===== config.mk =====
export PLATFORM = sky130hd
export DESIGN_NAME = range_max_scan
export DESIGN_NICKNAME = d
export VERILOG_FILES = /design/src/rtl/range_max_scan.sv
export SDC_FILE = /design/constraint.sdc
export NUM_CORES = 1
export LEC_CHECK = 0
export CORE_MARGIN = 10
export CORE_UTILIZATION = 48
export DETAILED_ROUTE_END_ITERATION = 8
export PLACE_DENSITY_LB_ADDON = 0.12
export SLEW_MARGIN = 5
export SYNTH_ARGS = -nofsm -noshare
export SYNTH_HDL_FRONTEND = slang
export SYNTH_SLANG_ARGS = --single-unit

===== constraint.sdc =====
create_clock -name clk -period 5.9 [get_ports clk]
set_input_delay 1.18 -clock clk [delete_from_list [all_inputs] [get_ports clk]]
set_output_delay 1.18 -clock clk [all_outputs]
set_load 0.03 [all_outputs]

===== src/rtl/range_max_scan.sv =====
// range_max_scan: runs one range scan from a base number, reads back every stored count and reports the largest one.
// Ports:
//   clk, reset_n        clock and synchronous active-low reset
//   req, base           start request (accepted only in IDLE) and first number of the range
//   busy, valid         scan in progress / result registers hold a completed result
//   max_count, max_idx  largest count read back and the RAM index holding it
//   max_n               starting number that produced max_count (base + max_idx, mod 2^32)
//   rg_go, rg_start     drive the attached range block (launch pulse, then base or read address)
//   rg_done, rg_count   range completion flag and its registered RAM read data
module range_max_scan #(
    parameter int RAM_WORDS     = 16,
    parameter int RAM_ADDR_BITS = 4
) (
    input  logic                     clk,
    input  logic                     reset_n,
    input  logic                     req,
    input  logic [31:0]              base,
    output logic                     busy,
    output logic                     valid,
    output logic [15:0]              max_count,
    output logic [RAM_ADDR_BITS-1:0] max_idx,
    output logic [31:0]              max_n,
    output logic                     rg_go,
    output logic [31:0]              rg_start,
    input  logic                     rg_done,
    input  logic [15:0]              rg_count
);
    typedef enum logic [2:0] {IDLE, LAUNCH, WAIT, READ, FLUSH, RESULT} state_t;
    state_t                   r_state, w_next;
    logic                     r_busy, r_valid, r_first, r_pv;
    logic [31:0]              r_base_q, r_max_n;
    logic [RAM_ADDR_BITS-1:0] r_addr, r_pa, r_max_idx, w_idx;
    logic [15:0]              r_max_count;
    logic                     w_take;
    always_ff @(posedge clk)
        if (!reset_n) r_state <= IDLE;
        else          r_state <= w_next;
    always_comb begin
        w_next   = r_state;
        rg_go    = 1'b0;
        rg_start = '0;
        case (r_state)
            IDLE:   w_next = req ? LAUNCH : IDLE;
            LAUNCH: begin
                w_next   = WAIT;
                rg_go    = 1'b1;
                rg_start = r_base_q;
            end
            WAIT:   begin
                w_next   = rg_done ? READ : WAIT;
                rg_start = r_base_q;
            end
            READ:   begin
                w_next   = (r_addr == RAM_ADDR_BITS'(RAM_WORDS - 1)) ? FLUSH : READ;
                rg_start = 32'(r_addr);
            end
            FLUSH:  w_next = RESULT;
            RESULT: w_next = IDLE;
            default: w_next = IDLE;
        endcase
    end
    // r_pv/r_pa trail the issued address by one cycle to line up with the registered RAM data;
    // the first qualified sample of a scan always loads, later ones only on a strictly larger count.
    assign w_take = r_pv && (r_first || rg_count > r_max_count);
    assign w_idx  = w_take ? r_pa : r_max_idx;
    always_ff @(posedge clk) begin
        if (!reset_n) begin
            r_busy      <= 1'b0;
            r_valid     <= 1'b0;
            r_first     <= 1'b0;
            r_pv        <= 1'b0;
            r_pa        <= '0;
            r_addr      <= '0;
            r_base_q    <= '0;
            r_max_count <= '0;
            r_max_idx   <= '0;
            r_max_n     <= '0;
        end else begin
            r_pv <= (r_state == READ);
            r_pa <= r_addr;
            if (r_state == IDLE && req) begin
                r_base_q <= base;
                r_valid  <= 1'b0;
                r_busy   <= 1'b1;
                r_first  <= 1'b1;
            end
            // wraps back to 0 after the last word, ready for the next scan
            if (r_state == READ) r_addr <= r_addr + 1'b1;
            if (w_take) begin
                r_max_count <= rg_count;
                r_max_idx   <= r_pa;
                r_first     <= 1'b0;
            end
            // FLUSH also compares the last word, so use the index as updated this cycle
            if (r_state == FLUSH) r_max_n <= r_base_q + 32'(w_idx);
            if (r_state == RESULT) begin
                r_valid <= 1'b1;
                r_busy  <= 1'b0;
            end
        end
    end
    assign busy      = r_busy;
    assign valid     = r_valid;
    assign max_count = r_max_count;
    assign max_idx   = r_max_idx;
    assign max_n     = r_max_n;
endmodule


# Yosys cells after proc, flatten, opt, wreduce, memory -nomap -nowiden
# Index checks and enable logic that the tools add are counted.
classes:
  eq_ne: 6
  n_reduce_logical: 8
  n_mux: 9
  add_sub_neg: 2
  bitwise: 1
  order_cmp: 1
ops:
  columns: ["op", "n"]
  rows:
  - ["one-hot mux 32 bit (2 select lines)", 1]
  - ["adder 32 x 4 -> 32 bit", 1]
  - ["> comparator 16 bit", 1]
  - ["one-hot mux 3 bit (5 select lines)", 1]
  - ["== test 3 x 2 -> 1 bit (second input constant)", 2]
  - ["== test 3 bit (second input constant)", 2]
  - ["OR reduction 2 bit", 3]
  - ["two-way mux 1 bit", 5]
  - ["adder 4 x 1 -> 4 bit (second input constant)", 1]
  - ["== test 4 bit (second input constant)", 1]
  - ["two-way mux 4 bit", 1]
  - ["== test 3 x 1 -> 1 bit (second input constant)", 1]
  - ["logical NOT 3 bit", 1]
  - ["two-way mux 3 bit", 1]
  - ["logical AND 1 bit", 2]
  - ["nonzero test 2 bit", 1]
  - ["logical OR 1 bit", 1]
  - ["NOT 1 bit", 1]
word_totals:
  regBits: 99
  elab_cells: 38
  out_inout_bits: 87
  in_bits: 52

# Logic depth before layout (Yosys ltp)
# Gate-level depths: netlist (run 1).
logic_depth:
  depth_word: 5
  ltp_mapped: 16
  mapped_depth_nobuf: 14

# Worst setup path before layout (run 1)
# No wires, ideal clock.
synth_timing:
  kind: "input-to-reg"
  startpoint: "input rg_count[15]"
  endpoint: "register r_max_n[14], in the netlist max_n[14]"
  t_required_ps: 5814
  arrival_ps: 4709
  stages: 15
  path_slack_ps: 1106
  setup_time_ps: 86
  cell_sequence: "ha_1 nand4_1 o21ai_0 or3_1 nor3_1 clkbuf_1 o22ai_1 ha_1 fa_1 a21o_1 a21oi_1 clkbuf_1 nor3_1 xnor2_1 a211oi_1"
synth_between:
  elab_chain_cells: 5
synth_lines:
  columns: ["item", "line", "text"]
  rows:
  - ["from (decl)", "26", "input logic [15:0] rg_count"]
  - ["> comparator 16 bit", "64", "assign w_take = r_pv && (r_first || rg_count > r_max_count);"]
  - ["logical OR 1 bit", "64", null]
  - ["logical AND 1 bit", "64", null]
  - ["two-way mux 4 bit", null, null]
  - ["via w_idx[0]", "32", "logic [RAM_ADDR_BITS-1:0] r_addr, r_pa, r_max_idx, w_idx;"]
  - ["adder 32 x 4 -> 32 bit", "95", "if (r_state == FLUSH) r_max_n <= r_base_q + 32'(w_idx);"]
  - ["to (signal assigned)", "95", null]
  - ["to (decl)", "31", "logic [31:0] r_base_q, r_max_n;"]
# The timed path passes the listed nets, and every way through them passes these cells.
# A chain may end at the register's enable or synchronous reset.

# Worst setup path after layout (run 1)
layout_timing:
  startpoint: "input rg_count[15]"
  endpoint: "register r_max_n[31], in the netlist max_n[31]"
# The elaborated chain is that of the path after synthesis.

==> results of run 1 <==
-- report_power, final --
group / internal, mW / leakage (nW) / switching, mW
Sequential: 0.689 / 0.803 / 0.0298
Combinational: 0.0977 / 1.34 / 0.117
Clock: 0.152 / 0.0754 / 0.235
Total: 0.938 / 2.21 / 0.382
-- stage by stage --
stage | total power [mW] | worst slack, ns
after floorplan | 0.849 | 1.11
after global placement | 0.943 | 0.868
after detailed placement | 0.947 | 0.638
after CTS | 1.33 | 0.989
after global routing | 1.38 | 0.801
final | 1.32 | 0.915
-- cell families after synthesis --
kind of cell | Yosys count | share of synthesized area
xor gates and xnor gates | 30 | 0.0539
adders and majority gates | 22 | 0.0580
muxes | 1 | 0.00205
and+or+nand+nor | 236 | 0.242
buffers and inverters | 65 | 0.0560
DFF | 99 | 0.407
AOI/OAI and AO/OA | 146 | 0.181
-- registers in the layout, indices dropped and copies added, names as in the netlist, 3 cells and up --
register	count
max_count	16
r_state	3
r_pa	4
max_idx	4
r_addr	4
r_base_q	32
max_n	32
-- cell type report --
class                           count  area, um^2
Timing Repair Buffer              149        1460
Clock inverter                      4        28.8
Multi-Input combinational cell    435        2630
Clock buffer                       11         131
Tap cell                          133         166
Inverter                           23        86.3
Fill cell                         884        3330
Sequential cell                    99        1980
-- per-layer routing --
layer	track usage	wire length [um]
met5	0	0
met1	0.228	6030
met3	0.0624	1080
met4	0.0664	229
met2	0.344	7420
-- final timing paths --
path | from | cells after the start | slack (ns) | to
worst max register to register | max_count[15] | 13 | 1.85 | max_n[31]
worst min-delay path | max_n[1] | 2 | 0.48 | max_n[1]
worst max-delay path | rg_count[15] | 13 | 0.92 | max_n[31]
worst min register to register | max_n[1] | 2 | 0.48 | max_n[1]
-- worst max-delay path: stages --
cell,delay (ns)
clkdlybuf4s50_1,0.47
ha_1,0.36
nand4_1,0.20
or4_1,0.61
o21a_1,0.32
o31a_2,0.19
o22ai_1,0.28
ha_1,0.24
a211o_1,0.12
a21oi_1,0.09
or4_1,0.64
or3_1,0.40
a31oi_1,0.16
-- synth_stat cells (6+ instances only) --
master / n
xnor2_1: 26
a21oi_1: 66
a211oi_1: 9
nor2_1: 30
ha_1: 21
and2_1: 35
clkbuf_1: 35
o32ai_1: 19
nand3_1: 23
o21ai_0: 29
nor3_1: 8
inv_1: 22
nand4_1: 6
dfxtp_1: 99
nand2_1: 94
==> results.cfg, run 1 <==
[clocking]
cts_inserted_buffers = 9
cts-root-buf = clkbuf_8
ctsResizeCount = 0
insertion_delay_ns = 0.36
clkTransAtPathRegs_ns = 0.09
cts_sinks = 99
cts_tree = built
postCtsHoldBufs = 0
clock_path_buffers = 2
post_cts_buffers = 0
htree_levels = 3

[logic_synthesis]
avgSynthCellArea_um2 = 8.14
yosys.area.top_type = dfxtp_1
synthesis.nets = 673
synth_area_um2 = 4870
yosysUniqueCellTypes = 46
yosysWarningCount = 0
synth_seq_cells = 99
syn_inst = 599
async_flop_share = 0
synth_edf_count = 0
synthFlopType = dfxtp_1
yosys-top-cells-area = dfxtp_1 (41%), nand2_1 (7.2%), a21oi_1 (6.8%), ha_1 (5.4%), xnor2_1 (4.7%)
ys_seq_area_frac = 0.407
yosysTopAreaCellShare = 0.407

[drt]
wl_um = 14800
drtIter0Drc = 394
vias = 4722
firstDrtPassIters = 5
viasPerCell = 5.53
ant_nets = 0
drc_errors = 0
wl_per_cell_um = 17.3

[finish]
antenna_cells = 0
final_area_um2 = 6490
mostFrequentLayoutCells = clkdlybuf4s50_1 (138), dfxtp_1 (99), nand2_1 (94)
final_cells = 854
drive_gt1_frac = 0.0472
fin_util = 0.661
synthToLayoutAreaGrowth_pct = 33.2
final_common_cell = clkdlybuf4s50_1
nNetsFinal = 791

[timing]
fmax_ghz = 0.201
finalHoldViolations = 0
relSlewSlack = 0.374
finalCritPeriodShare = 0.845
min_period_ns = 4.98
tns_ns = 0
tightest_slew_ns = 0.939
drv_slew = 0
fin_skew_ns = 0.0117
whs_ns = 0.476
setup_viol = 0
rsz0062_at_grt = no

[die]
initial_core_util = 0.496
ios = 139
die-area_um2 = 14600
chipWidth_um = 121
core_um2 = 9820
die_height_um = 121
fp-row-count = 36

[global_route]
grt_first_pass_wirelength_um = 24200
grt_pass1_vias = 4751
antenna_found_initial = 0
grt_use_total = 0.199
grt_start_max_net_pins = 60
grt-ovfl-total = 0

[status]
outcome = completed

[placed_design]
placedCellCount = 839
gp_congestion = 0.855
dp_hpwl_um = 10800
portBuffers = 138
place_area_um2 = 6330

[power_and_ir_drop]
vdd_drop_max_uv = 132
power_density_nw_per_um2 = 203
cellLeakagePower_nw = 2.21

[critical_path]
critPathMaxFanout = 10
crit_path_start_kind = input pin
crit_required_ns = 6.19
arrival_ns = 5.27
cp-end-kind = flop
critical_path_class = in -> reg

[run]
max_cap_viol_count = 0

[min_path]
hold_class = reg -> reg
Power figures use the tool's default switching activity.
==> inputs of run 2 (changes only) <==
Settings changed: CORE_UTILIZATION 48 to 43.
Clock period 5.9 ns to 4.1 ns, I/O delays scaled along.
==> run 2 against run 1 <==
Against the previous run: non-clock buffer count is 19 higher; sequential power is 43% higher; via count unchanged; critical path type unchanged; core utilization down 2.6 points; clock skew is 0.0052 ns lower.
==> results.cfg, run 2 (same netlist as run 1, synthesis figures left out) <==
[critical_path]
cp-end-kind = flop
critical_path_class = in -> reg
arrival_ns = 4.25
reg2reg_slack_ns = 0.37
crit_path_start_kind = input pin
critPathMaxFanout = 7
crit_required_ns = 4.38

[placed_design]
dp_hpwl_um = 10800
dp_slack_ns = -0.506
gp_congestion = 0.844
portBuffers = 138

[timing]
rsz0062_at_grt = no
fmax_ghz = 0.252
fin_ws_ns = 0.128
drv_slew = 0
tightest_slew_ns = 0.944
relSlewSlack = 0.370
finalCritPeriodShare = 0.969
min_period_ns = 3.97
finalHoldViolations = 0
setup_viol = 0
fin_skew_ns = 0.00653

[clocking]
htree_levels = 3
cts_tree = built
insertion_delay_ns = 0.35
cts-root-buf = clkbuf_16
cts_sinks = 99
cts_inserted_buffers = 9
clock_path_buffers = 2
clkTransAtPathRegs_ns = 0.07

[drt]
viasPerCell = 5.37
ant_nets = 0
drc_errors = 0
drtIter0Drc = 277
vias = 4722
wl_um = 15300
wl_per_cell_um = 17.4
firstDrtPassIters = 5

[status]
outcome = completed

[global_route]
grt_start_max_net_pins = 60
grt_pass1_vias = 4599
antenna_found_initial = 0
grt_first_pass_wirelength_um = 24000
grt_use_total = 0.181
grt-ovfl-total = 0

[finish]
final_common_cell = clkdlybuf4s50_1
mostFrequentLayoutCells = clkdlybuf4s50_1 (126), dfxtp_1 (99), nand2_1 (94)
fillCellCount = 989
fin_util = 0.635
synthToLayoutAreaGrowth_pct = 43.0
drive_gt1_frac = 0.0986
antenna_cells = 0
multi_input_area_um2 = 2780
nNetsFinal = 810
register_area_um2 = 1980

[run]
max_cap_viol_count = 0

[power_and_ir_drop]
power_density_nw_per_um2 = 317
cellLeakagePower_nw = 2.51
vdd_drop_max_uv = 286

[min_path]
hold_class = reg -> reg

[die]
ios = 139
die_height_um = 126
chipWidth_um = 126
core_um2 = 11000
die-area_um2 = 16000
initial_core_util = 0.444
fp-row-count = 38
-- run 2: changes by cell type in the layout (fill, tap and decap cells not counted), moves of 5 or more --
cell / before / now
clkbuf_16: 0 / 10
clkbuf_8: 9 / 1
buf_4: 11 / 28
ha_4: 0 / 5
ha_1: 21 / 14
clkdlybuf4s50_1: 138 / 126
dlymetal6s2s_1: 0 / 11
-- run 2: worst paths after layout --
path,start,to,cells after the start
hold / removal,max_n[4],max_n[4],2
setup reg to reg,max_count[15],max_n[16],16
hold reg to reg,max_n[4],max_n[4],2
setup / recovery,rg_count[1],max_n[25],13
-- run 2: what timing repair did --
item | CTS | global route
gates resized for setup | 5 | 19
setup buffers | 1 | 6
setup endpoints to repair | 14 | 28
hold buffers | 0 | 0
gates cloned | 0 | 1
pin swaps | 4 | 18
-- run 2: final cells by class --
| class | count | area share |
|---|---|---|
| Clock buffer | 10 | 0.0343 |
| Clock inverter | 5 | 0.00772 |
| Inverter | 23 | 0.0124 |
| Multi-Input combinational cell | 435 | 0.398 |
| Sequential cell | 99 | 0.284 |
| Tap cell | 140 | 0.0251 |
| Timing Repair Buffer | 168 | 0.238 |
-- run 2: metrics by stage --
step	power (mW)	area, um^2	hold slack (ns)	setup TNS [ns]	cells
floorplan	1.23	4930	0.450	0	599
global placement	1.37	6480	0.446	-6.88	857
detailed placement	1.37	6480	0.447	-9.91	857
CTS	2.23	6800	0.453	0	873
global route	2.31	6970	0.464	0	880
finish	2.21	6970	0.449	0	880
-- run 2: critical path: stages --
cell	delay [ns]
clkdlybuf4s50_1	0.48
ha_1	0.24
nor2b_1	0.13
o211ai_1	0.31
a21oi_4	0.13
o31a_4	0.41
o22ai_1	0.22
ha_2	0.25
o21a_1	0.15
a21oi_1	0.10
or4_4	0.53
or3_1	0.32
a31oi_1	0.17
-- run 2: power by group --
group	leakage (nW)	switching, mW	internal, mW
Sequential	0.803	0.0422	0.991
Clock	0.148	0.364	0.484
Combinational	1.56	0.177	0.152
-- run 2: per-layer routing --
metal	part of all wire	wire length [um]	track usage	vias to the layer above
met5	0	0	0	-
met4	0.0069	106	0.0415	0
met3	0.072	1100	0.0666	9
met2	0.48	7300	0.296	157
met1	0.44	6790	0.220	2188
li1	-	-	-	2368
